File: config.mk
export PLATFORM = sky130hd
export DESIGN_NAME = stopwatch_display
export DESIGN_NICKNAME = d
export VERILOG_FILES = /design/src/rtl/stopwatch_display.sv
export SDC_FILE = /design/constraint.sdc
export NUM_CORES = 1
export LEC_CHECK = 0
export CAP_MARGIN = 20
export CORE_MARGIN = 3
export CORE_UTILIZATION = 45
export DETAILED_ROUTE_END_ITERATION = 10
export PLACE_DENSITY = 0.7
export SYNTH_ARGS = -nofsm -noshare
export SYNTH_HDL_FRONTEND = slang
export SYNTH_SLANG_ARGS = --single-unit
export TNS_END_PERCENT = 20
File: constraint.sdc
create_clock -name clock -period 2.2 [get_ports clock]
set_input_delay 0.44 -clock clock [delete_from_list [all_inputs] [get_ports clock]]
set_output_delay 0.44 -clock clock [all_outputs]
set_load 0.01 [all_outputs]
File: src/rtl/stopwatch_display.sv
// Snapshots the stopwatch time bus once per refresh period, converts each field to BCD
// with a shared shift-add-3 engine and commits all nine digits plus HEX patterns at once.
module stopwatch_display #(
    parameter int unsigned REFRESH_CYCLES = 50000
) (
    input  logic        clock,
    input  logic        reset,
    input  logic [17:0] epoch,
    input  logic [9:0]  m_epoch,
    input  logic        hold,
    output logic [35:0] bcd,
    output logic [62:0] segments,
    output logic        busy,
    output logic        update
);

    localparam int unsigned CW = (REFRESH_CYCLES > 1) ? $clog2(REFRESH_CYCLES) : 1;
    localparam logic [CW-1:0] CNT_LAST = CW'(REFRESH_CYCLES - 1);
    localparam logic [CW-1:0] CNT_ONE  = CW'(1);

    typedef enum logic [2:0] {
        S_IDLE   = 3'd0,
        S_LOAD   = 3'd1,
        S_SHIFT  = 3'd2,
        S_STORE  = 3'd3,
        S_COMMIT = 3'd4
    } state_t;

    // Field order of conversion: 0 = ms, 1 = second, 2 = minute, 3 = hour.
    localparam logic [1:0] F_MS   = 2'd0;
    localparam logic [1:0] F_SEC  = 2'd1;
    localparam logic [1:0] F_MIN  = 2'd2;
    localparam logic [1:0] F_HOUR = 2'd3;

    function automatic logic [6:0] seg7(input logic [3:0] d);
        logic [6:0] s;
        case (d)
            4'd0:    s = 7'h40;
            4'd1:    s = 7'h79;
            4'd2:    s = 7'h24;
            4'd3:    s = 7'h30;
            4'd4:    s = 7'h19;
            4'd5:    s = 7'h12;
            4'd6:    s = 7'h02;
            4'd7:    s = 7'h78;
            4'd8:    s = 7'h00;
            4'd9:    s = 7'h10;
            default: s = 7'h7F;
        endcase
        return s;
    endfunction

    logic [CW-1:0] count_q;
    state_t        state_q;
    logic [1:0]    field_q;
    logic [3:0]    shift_cnt_q;
    logic [17:0]   snap_epoch_q;
    logic [9:0]    snap_ms_q;
    logic [9:0]    bin_q;
    logic [15:0]   acc_q;
    logic [35:0]   dig_q;
    logic [35:0]   bcd_q;
    logic [62:0]   seg_q;
    logic          busy_q;
    logic          update_q;

    logic          tick_s;
    logic [9:0]    load_val_s;
    logic [15:0]   acc_adj_s;
    logic [15:0]   acc_shift_d;
    logic [9:0]    bin_shift_d;
    logic [62:0]   seg_d;

    assign tick_s = (count_q == CNT_LAST);

    // Free-running refresh counter; wraps every REFRESH_CYCLES cycles.
    always_ff @(posedge clock or negedge reset) begin
        if (!reset) begin
            count_q <= '0;
        end else if (tick_s) begin
            count_q <= '0;
        end else begin
            count_q <= count_q + CNT_ONE;
        end
    end

    // Select the snapshot field for the current conversion; ms is clamped to 999.
    always_comb begin
        load_val_s = 10'd0;
        case (field_q)
            F_MS: begin
                if (snap_ms_q > 10'd999) begin
                    load_val_s = 10'd999;
                end else begin
                    load_val_s = snap_ms_q;
                end
            end
            F_SEC:   load_val_s = {4'd0, snap_epoch_q[5:0]};
            F_MIN:   load_val_s = {4'd0, snap_epoch_q[11:6]};
            F_HOUR:  load_val_s = {4'd0, snap_epoch_q[17:12]};
            default: load_val_s = 10'd0;
        endcase
    end

    // One double-dabble step: correct nibbles >= 5, then shift {acc, bin} left.
    always_comb begin
        acc_adj_s = acc_q;
        for (int i = 0; i < 4; i++) begin
            if (acc_q[i*4 +: 4] >= 4'd5) begin
                acc_adj_s[i*4 +: 4] = acc_q[i*4 +: 4] + 4'd3;
            end else begin
                acc_adj_s[i*4 +: 4] = acc_q[i*4 +: 4];
            end
        end
        {acc_shift_d, bin_shift_d} = {acc_adj_s, bin_q} << 1;
    end

    // Seven-segment image of the holding registers, loaded only at commit.
    always_comb begin
        seg_d = '1;
        for (int i = 0; i < 9; i++) begin
            seg_d[i*7 +: 7] = seg7(dig_q[i*4 +: 4]);
        end
    end

    // Conversion sequencer with registered outputs.
    always_ff @(posedge clock or negedge reset) begin
        if (!reset) begin
            state_q      <= S_IDLE;
            field_q      <= F_MS;
            shift_cnt_q  <= 4'd0;
            snap_epoch_q <= 18'd0;
            snap_ms_q    <= 10'd0;
            bin_q        <= 10'd0;
            acc_q        <= 16'd0;
            dig_q        <= 36'd0;
            bcd_q        <= 36'd0;
            seg_q        <= '1;
            busy_q       <= 1'b0;
            update_q     <= 1'b0;
        end else begin
            update_q <= 1'b0;
            case (state_q)
                S_IDLE: begin
                    if (tick_s && !hold) begin
                        snap_epoch_q <= epoch;
                        snap_ms_q    <= m_epoch;
                        field_q      <= F_MS;
                        busy_q       <= 1'b1;
                        state_q      <= S_LOAD;
                    end else begin
                        state_q <= S_IDLE;
                    end
                end
                S_LOAD: begin
                    bin_q       <= load_val_s;
                    acc_q       <= 16'd0;
                    shift_cnt_q <= 4'd0;
                    state_q     <= S_SHIFT;
                end
                S_SHIFT: begin
                    acc_q       <= acc_shift_d;
                    bin_q       <= bin_shift_d;
                    shift_cnt_q <= shift_cnt_q + 4'd1;
                    if (shift_cnt_q == 4'd9) begin
                        state_q <= S_STORE;
                    end else begin
                        state_q <= S_SHIFT;
                    end
                end
                S_STORE: begin
                    case (field_q)
                        F_MS:    dig_q[11:0]  <= acc_q[11:0];
                        F_SEC:   dig_q[19:12] <= acc_q[7:0];
                        F_MIN:   dig_q[27:20] <= acc_q[7:0];
                        F_HOUR:  dig_q[35:28] <= acc_q[7:0];
                        default: dig_q        <= dig_q;
                    endcase
                    if (field_q == F_HOUR) begin
                        state_q <= S_COMMIT;
                    end else begin
                        field_q <= field_q + 2'd1;
                        state_q <= S_LOAD;
                    end
                end
                S_COMMIT: begin
                    bcd_q    <= dig_q;
                    seg_q    <= seg_d;
                    busy_q   <= 1'b0;
                    update_q <= 1'b1;
                    state_q  <= S_IDLE;
                end
                default: begin
                    busy_q  <= 1'b0;
                    state_q <= S_IDLE;
                end
            endcase
        end
    end

    assign bcd      = bcd_q;
    assign segments = seg_q;
    assign busy     = busy_q;
    assign update   = update_q;

endmodule

* After elaboration in Yosys (flattened, before gate mapping)
Memory sizes are Yosys's and may differ from the RTL's. A register that Yosys moved wholly into a read port is not among the register bits. Cells that the tools add are included.
Storage, ports and cells: bits of input ports 31, flip-flop bits (word level) 153, bits in read-only memories 1008, output and inout port bits 101, memories 9
Cells by class: add/sub/neg operators 7, bitwise gates (word level) 1, equal/unequal tests 11, reductions and logical operators 23, multiplexer cells 20, $lt $le $gt $ge 5
Memory list:
- (name not given) | words 16, bits a word 7, read ports 1, clocked after Yosys merged registers in 1, wr ports 0, line 37 | case (d)
- (name not given) | words 16, bits a word 7, read ports 1, clocked after Yosys merged registers in 1, wr ports 0, line 37
- (name not given) | words 16, bits a word 7, read ports 1, clocked after Yosys merged registers in 1, wr ports 0, line 37
- (name not given) | words 16, bits a word 7, read ports 1, clocked after Yosys merged registers in 1, wr ports 0, line 37
- (name not given) | words 16, bits a word 7, read ports 1, clocked after Yosys merged registers in 1, wr ports 0, line 37
- (name not given) | words 16, bits a word 7, read ports 1, clocked after Yosys merged registers in 1, wr ports 0, line 37
- 3 more memories
Operators with widths (count):
- case mux 10 bit (4 select lines) | 1
- case mux 16 bit (2 select lines) | 1
- case mux 10 bit (2 select lines) | 1
- adder 16 x 1 -> 16 bit (second input constant) | 1
- equality test 16 bit (second input constant) | 1
- >= comparator 4 x 3 -> 1 bit (second input constant) | 4
- 2-to-1 mux 16 bit | 1
- adder 4 x 2 -> 4 bit (second input constant) | 3
- 2-to-1 mux 4 bit | 3
- case mux 3 bit (4 select lines) | 1
- AND reduction 2 bit | 6
- > comparator 10 bit (second input constant) | 1
- logical NOT 1 bit | 10
- 2-to-1 mux 10 bit | 1
- case mux 4 bit (2 select lines) | 1
- equality test 3 x 2 -> 1 bit (second input constant) | 2
- 2-to-1 mux 3 bit | 2
- adder 4 x 1 -> 4 bit (second input constant) | 1
- equality test 2 bit (second input constant) | 2
- equality test 4 bit (second input constant) | 1
- 2-to-1 mux 1 bit | 4
- 2-to-1 mux 2 bit | 2
- inequality test 2 bit (second input constant) | 2
- case mux 2 bit (2 select lines) | 1
- other kinds (13) | 14

* Logic depth before layout (Yosys ltp)
depth in word-level cells 4, depth in mapped cells 8, mapped depth without buffers 6

* Worst setup path after synthesis
Ideal clock, no wire load.
kind register to register, start point reg count_q[7], end point reg snap_epoch_q[0], setup time 0.125 ns, period minus slack after synthesis 1.994 ns, path slack 0.206 ns, arrival time 1.869 ns, path buffers 1, stages on the path, launching flop included 6, cells stage by stage dfrtp_1 -> or4b_1 -> nor4_2 -> nand2_2 -> buf_6 -> mux2_4
Between the ends: word-level cells in the longest chain between the ends 3
RTL lines:
- start: declaration | line 53 | logic [CW-1:0] count_q;
- start signal: assignment | line 83 | count_q <= count_q + CNT_ONE;
- equality test 16 bit | line 74 | assign tick_s = (count_q == CNT_LAST);
- logical AND 1 bit | line 145 | if (tick_s && !hold) begin
- AND reduction 2 bit (no line)
- end signal: assignment | line 146 | snap_epoch_q <= epoch;
- end: declaration | line 57 | logic [17:0] snap_epoch_q;
Every way passes these cells. A chain may end at the register's enable or synchronous reset.

* Worst setup path after layout
start point reg seg_q[6] (netlist: segments[6]), end point out segments[6]
RTL lines:
- start: declaration | line 63 | logic [62:0] seg_q;
- end: declaration | line 12 | output logic [62:0] segments,
No word-level cell between the ends.

==> impl_metrics.py <==
metrics = {
    "die": {
        "ios": 132,
        "die_h_um": 156.6,
        "core.rowCount": 54,
        "initial_core_util_pct": 46.35,
        "die_x_um": 156.6,
        "die_area_sq_um": 24530,
        "core_area_sq_um": 22030,
    },
    "sta": {
        "fin_hold_ws_ns": 0.4589,
        "rsz0062_at_grt": "no",
        "slew_viol_final": 0,
        "setup_violations": 0,
        "tns_ns": 0,
        "max_slew_margin_pct": 59.48,
        "fmax_mhz": 488.1,
        "hold_viol": 0,
        "tightest_slew_ns": 0.6064,
        "min_period_ns": 2.049,
        "finalCritPeriodShare_pct": 93.12,
        "skew_ns": 0.008233,
    },
    "power": {
        "combPwrFrac_pct": 1.8,
        "power_density_nw_per_um2": 646.8,
        "clkPwrFrac_pct": 50.6,
        "p_leak_nw": 5.658,
        "p_sw_share_pct": 19.74,
        "seqPwrFrac_pct": 47.6,
        "internal_power_w": 0.006588,
        "peakVddDrop_v": 0.0004180,
        "p_sw_w": 0.001620,
    },
    "worst_setup_path": {
        "worstReg2RegEnd": "snap_ms_q[4]",
        "rr_startpoint": "count_q[7]",
        "reg2regPathDepth": 5,
        "r2r_slack_ns": 0.19,
        "crit_slowest_cell": "clkdlybuf4s50_1",
        "end_kind": "output pin",
        "slowest_delay_ns": 0.59,
        "required_ns": 1.76,
        "critical_path_class": "reg2out",
        "startpoint_type": "register",
        "path_max_fanout": 2,
        "worst-path-buf-inv": 1,
        "path_cells": "clkdlybuf4s50_1",
        "arrival_ns": 1.61,
        "crit_family": "buffers and inverters",
    },
    "yosys": {
        "synth_edf_count": 0,
        "netlist.area_leader.share_pct": 36.52,
        "netlist_instances": 990,
        "yosysWarnings": 0,
        "syn-cell-area_sq_um": 10210,
        "ys_seq_area_share_pct": 52.74,
        "async_reset_ff_share_pct": 100.0,
        "ys_types": 51,
        "avgSynthCellArea_sq_um": 10.31,
        "ys_ff_latch": 212,
        "syn_nets": 1080,
        "ys_top_cells_by_area": "dfrtp_1 37%, dfstp_2 16%, ha_1 7.2%",
        "yosys.area.top_type": "dfrtp_1",
        "synth_flop_cell": "dfrtp_1",
    },
    "hold_path": {
        "worst_hold_path.endpoint": "segments[55]",
        "hold_path_depth": 2,
        "hold_class": "reg2reg",
        "worstHoldStart": "segments[55]",
    },
    "drt": {
        "drt_iter0_drc": 328,
        "drc": 0,
        "routed_wl_mm": 22.25,
        "final_antenna_net_count": 0,
        "vias_per_cell": 5.274,
        "num_vias": 7389,
        "firstDrtPassIters": 4,
        "wire_per_inst_um": 15.88,
    },
    "clocking": {
        "htreeDepth": 1,
        "clock-sinks": 212,
        "clockBufferDepth": 3,
        "clkTransAtPathRegs_ns": 0.06,
        "cts_made_buffers": 23,
        "cts_tree": "done",
        "clock_latency_ns": 0.49,
        "post-cts-setup-buffer-count": 0,
        "ctsRootBufferMaster": "clkbuf_16",
    },
    "placement": {
        "dp_cells": 1359,
        "hpwlAfterDp_mm": 15.33,
        "io_buffer_count": 131,
        "routabilityCongestion": 0.8311,
        "postPlaceCellArea_sq_um": 11850,
    },
    "cells_and_area": {
        "final_nets": 1195,
        "drive_gt1_share_pct": 15.61,
        "n_antenna_cell": 0,
        "area_growth_pct": 24.32,
        "fin_area_sq_um": 12690,
        "fin_cells": 1401,
    },
    "grt": {
        "overflow": 0,
        "grt_pass1_wl_mm": 37.14,
        "grt_pass1_vias": 7287,
        "antenna_found_initial": 0,
        "grt_util_all_layers_pct": 18.22,
        "grt_max_degree": 91,
    },
    "job": {
        "drv_cap": 0,
    },
    "status": {
        "outcome": "complete, no violations",
    },
}
[layout by cell type (no fill, tap or decap), types with 14 or more instances in the layout]
cell | netlist | final
inv_1 | 41 | 41
o22ai_1 | 21 | 21
buf_4 | 0 | 14
clkdlybuf4s50_1 | 0 | 130
ha_1 | 59 | 59
o31ai_1 | 14 | 14
nand2_1 | 185 | 184
mux2_2 | 17 | 17
nor2_1 | 56 | 56
a21oi_1 | 28 | 28
dfstp_2 | 63 | 63
xnor2_1 | 25 | 25
dfrtp_1 | 149 | 149
mux2_4 | 28 | 28
clkbuf_16 | 0 | 23
o21ai_0 | 102 | 102
nand2b_1 | 15 | 15
[synthesized netlist by cell type (21+ instances only)]
master	number
xnor2_1	25
dfrtp_1	149
o21ai_0	102
nand2_1	185
inv_1	41
ha_1	59
nor2_1	56
a21oi_1	28
dfstp_2	63
o22ai_1	21
mux2_4	28
clkbuf_1	52
[metrics by stage]
step	setup WS, ns	util [%]	power, W
final	0.1513	57.62	0.008208
after global routing	0.08133	57.62	0.008492
after CTS	0.1368	57.62	0.008290
after detailed placement	0.1899	53.82	0.004127
after global placement	0.2177	53.82	0.004124
after floorplan	0.2062	-	0.003975
[cells by family (layout without fill, tap and decap cells)]
family / count (synthesis) / after routing / share of synthesized area [%]
and+or+nand+nor: 311 / 311 / 13.24
DFF: 212 / 212 / 52.74
buffers and inverters: 103 / 234 / 4.032
xor gates and xnor gates: 29 / 29 / 2.488
muxes: 58 / 58 / 7.268
AOI/OAI and AO/OA: 218 / 218 / 13.00
adders and majority gates: 59 / 59 / 7.231
[worst max-delay path by stage]
| stage | end | cells after the start | start | slack [ns] |
|---|---|---|---|---|
| 6_report | segments[6] | 1 | segments[6] | 0.15 |
| 5_1_grt | snap_ms_q[9] | 5 | count_q[7] | 0.08 |
| 4_1_cts | segments[4] | 1 | segments[4] | 0.14 |
| 3_5_place_dp | snap_ms_q[5] | 5 | count_q[7] | 0.19 |
| 3_3_place_gp | snap_ms_q[7] | 5 | count_q[7] | 0.22 |
| 2_1_floorplan | snap_epoch_q[0] | 5 | count_q[7] | 0.21 |
[power by group through the flow]
stage | Clock (W) | Sequential (W) | Combinational [W]
after floorplan | 0 | 0.00397 | 0.00000222
after global placement | 0 | 0.00397 | 0.000152
after detailed placement | 0 | 0.00397 | 0.000155
after CTS | 0.00423 | 0.00390 | 0.000156
after global routing | 0.00442 | 0.00390 | 0.000170
final | 0.00415 | 0.00391 | 0.000148
[per-layer routing]
metal	share of wire [%]	track usage [%]	vias up
li1	-	-	3603
met1	47	25.42	3595
met2	47	30.57	156
met3	4.3	2.378	35
met4	1.9	4.210	0
met5	0	0	-
[what timing repair did]
action                                 CTS  global route
resized for setup                        0             0
endpoints found under the hold margin   32             0
hold buffers                             1             0
[state kept, by name, summed over array words and instances, names as in the netlist]
register      flops
field_q           2
dig_q            36
snap_epoch_q     18
acc_q            12
bcd              36
snap_ms_q        10
update            1
bin_q            10
busy              1
shift_cnt_q       4
count_q          16
state_q           3
segments         63
[final cells by class]
type	count	area (sq um)
fill	1871	9335
sequential	212	5384
multi-input combinational	675	4425
timing repair buffer	152	1550
clock buffer	33	683.2
tap	280	350.3
inverter	41	153.9
clock inverter	8	143.9
(Power assumes the default switching activity.)
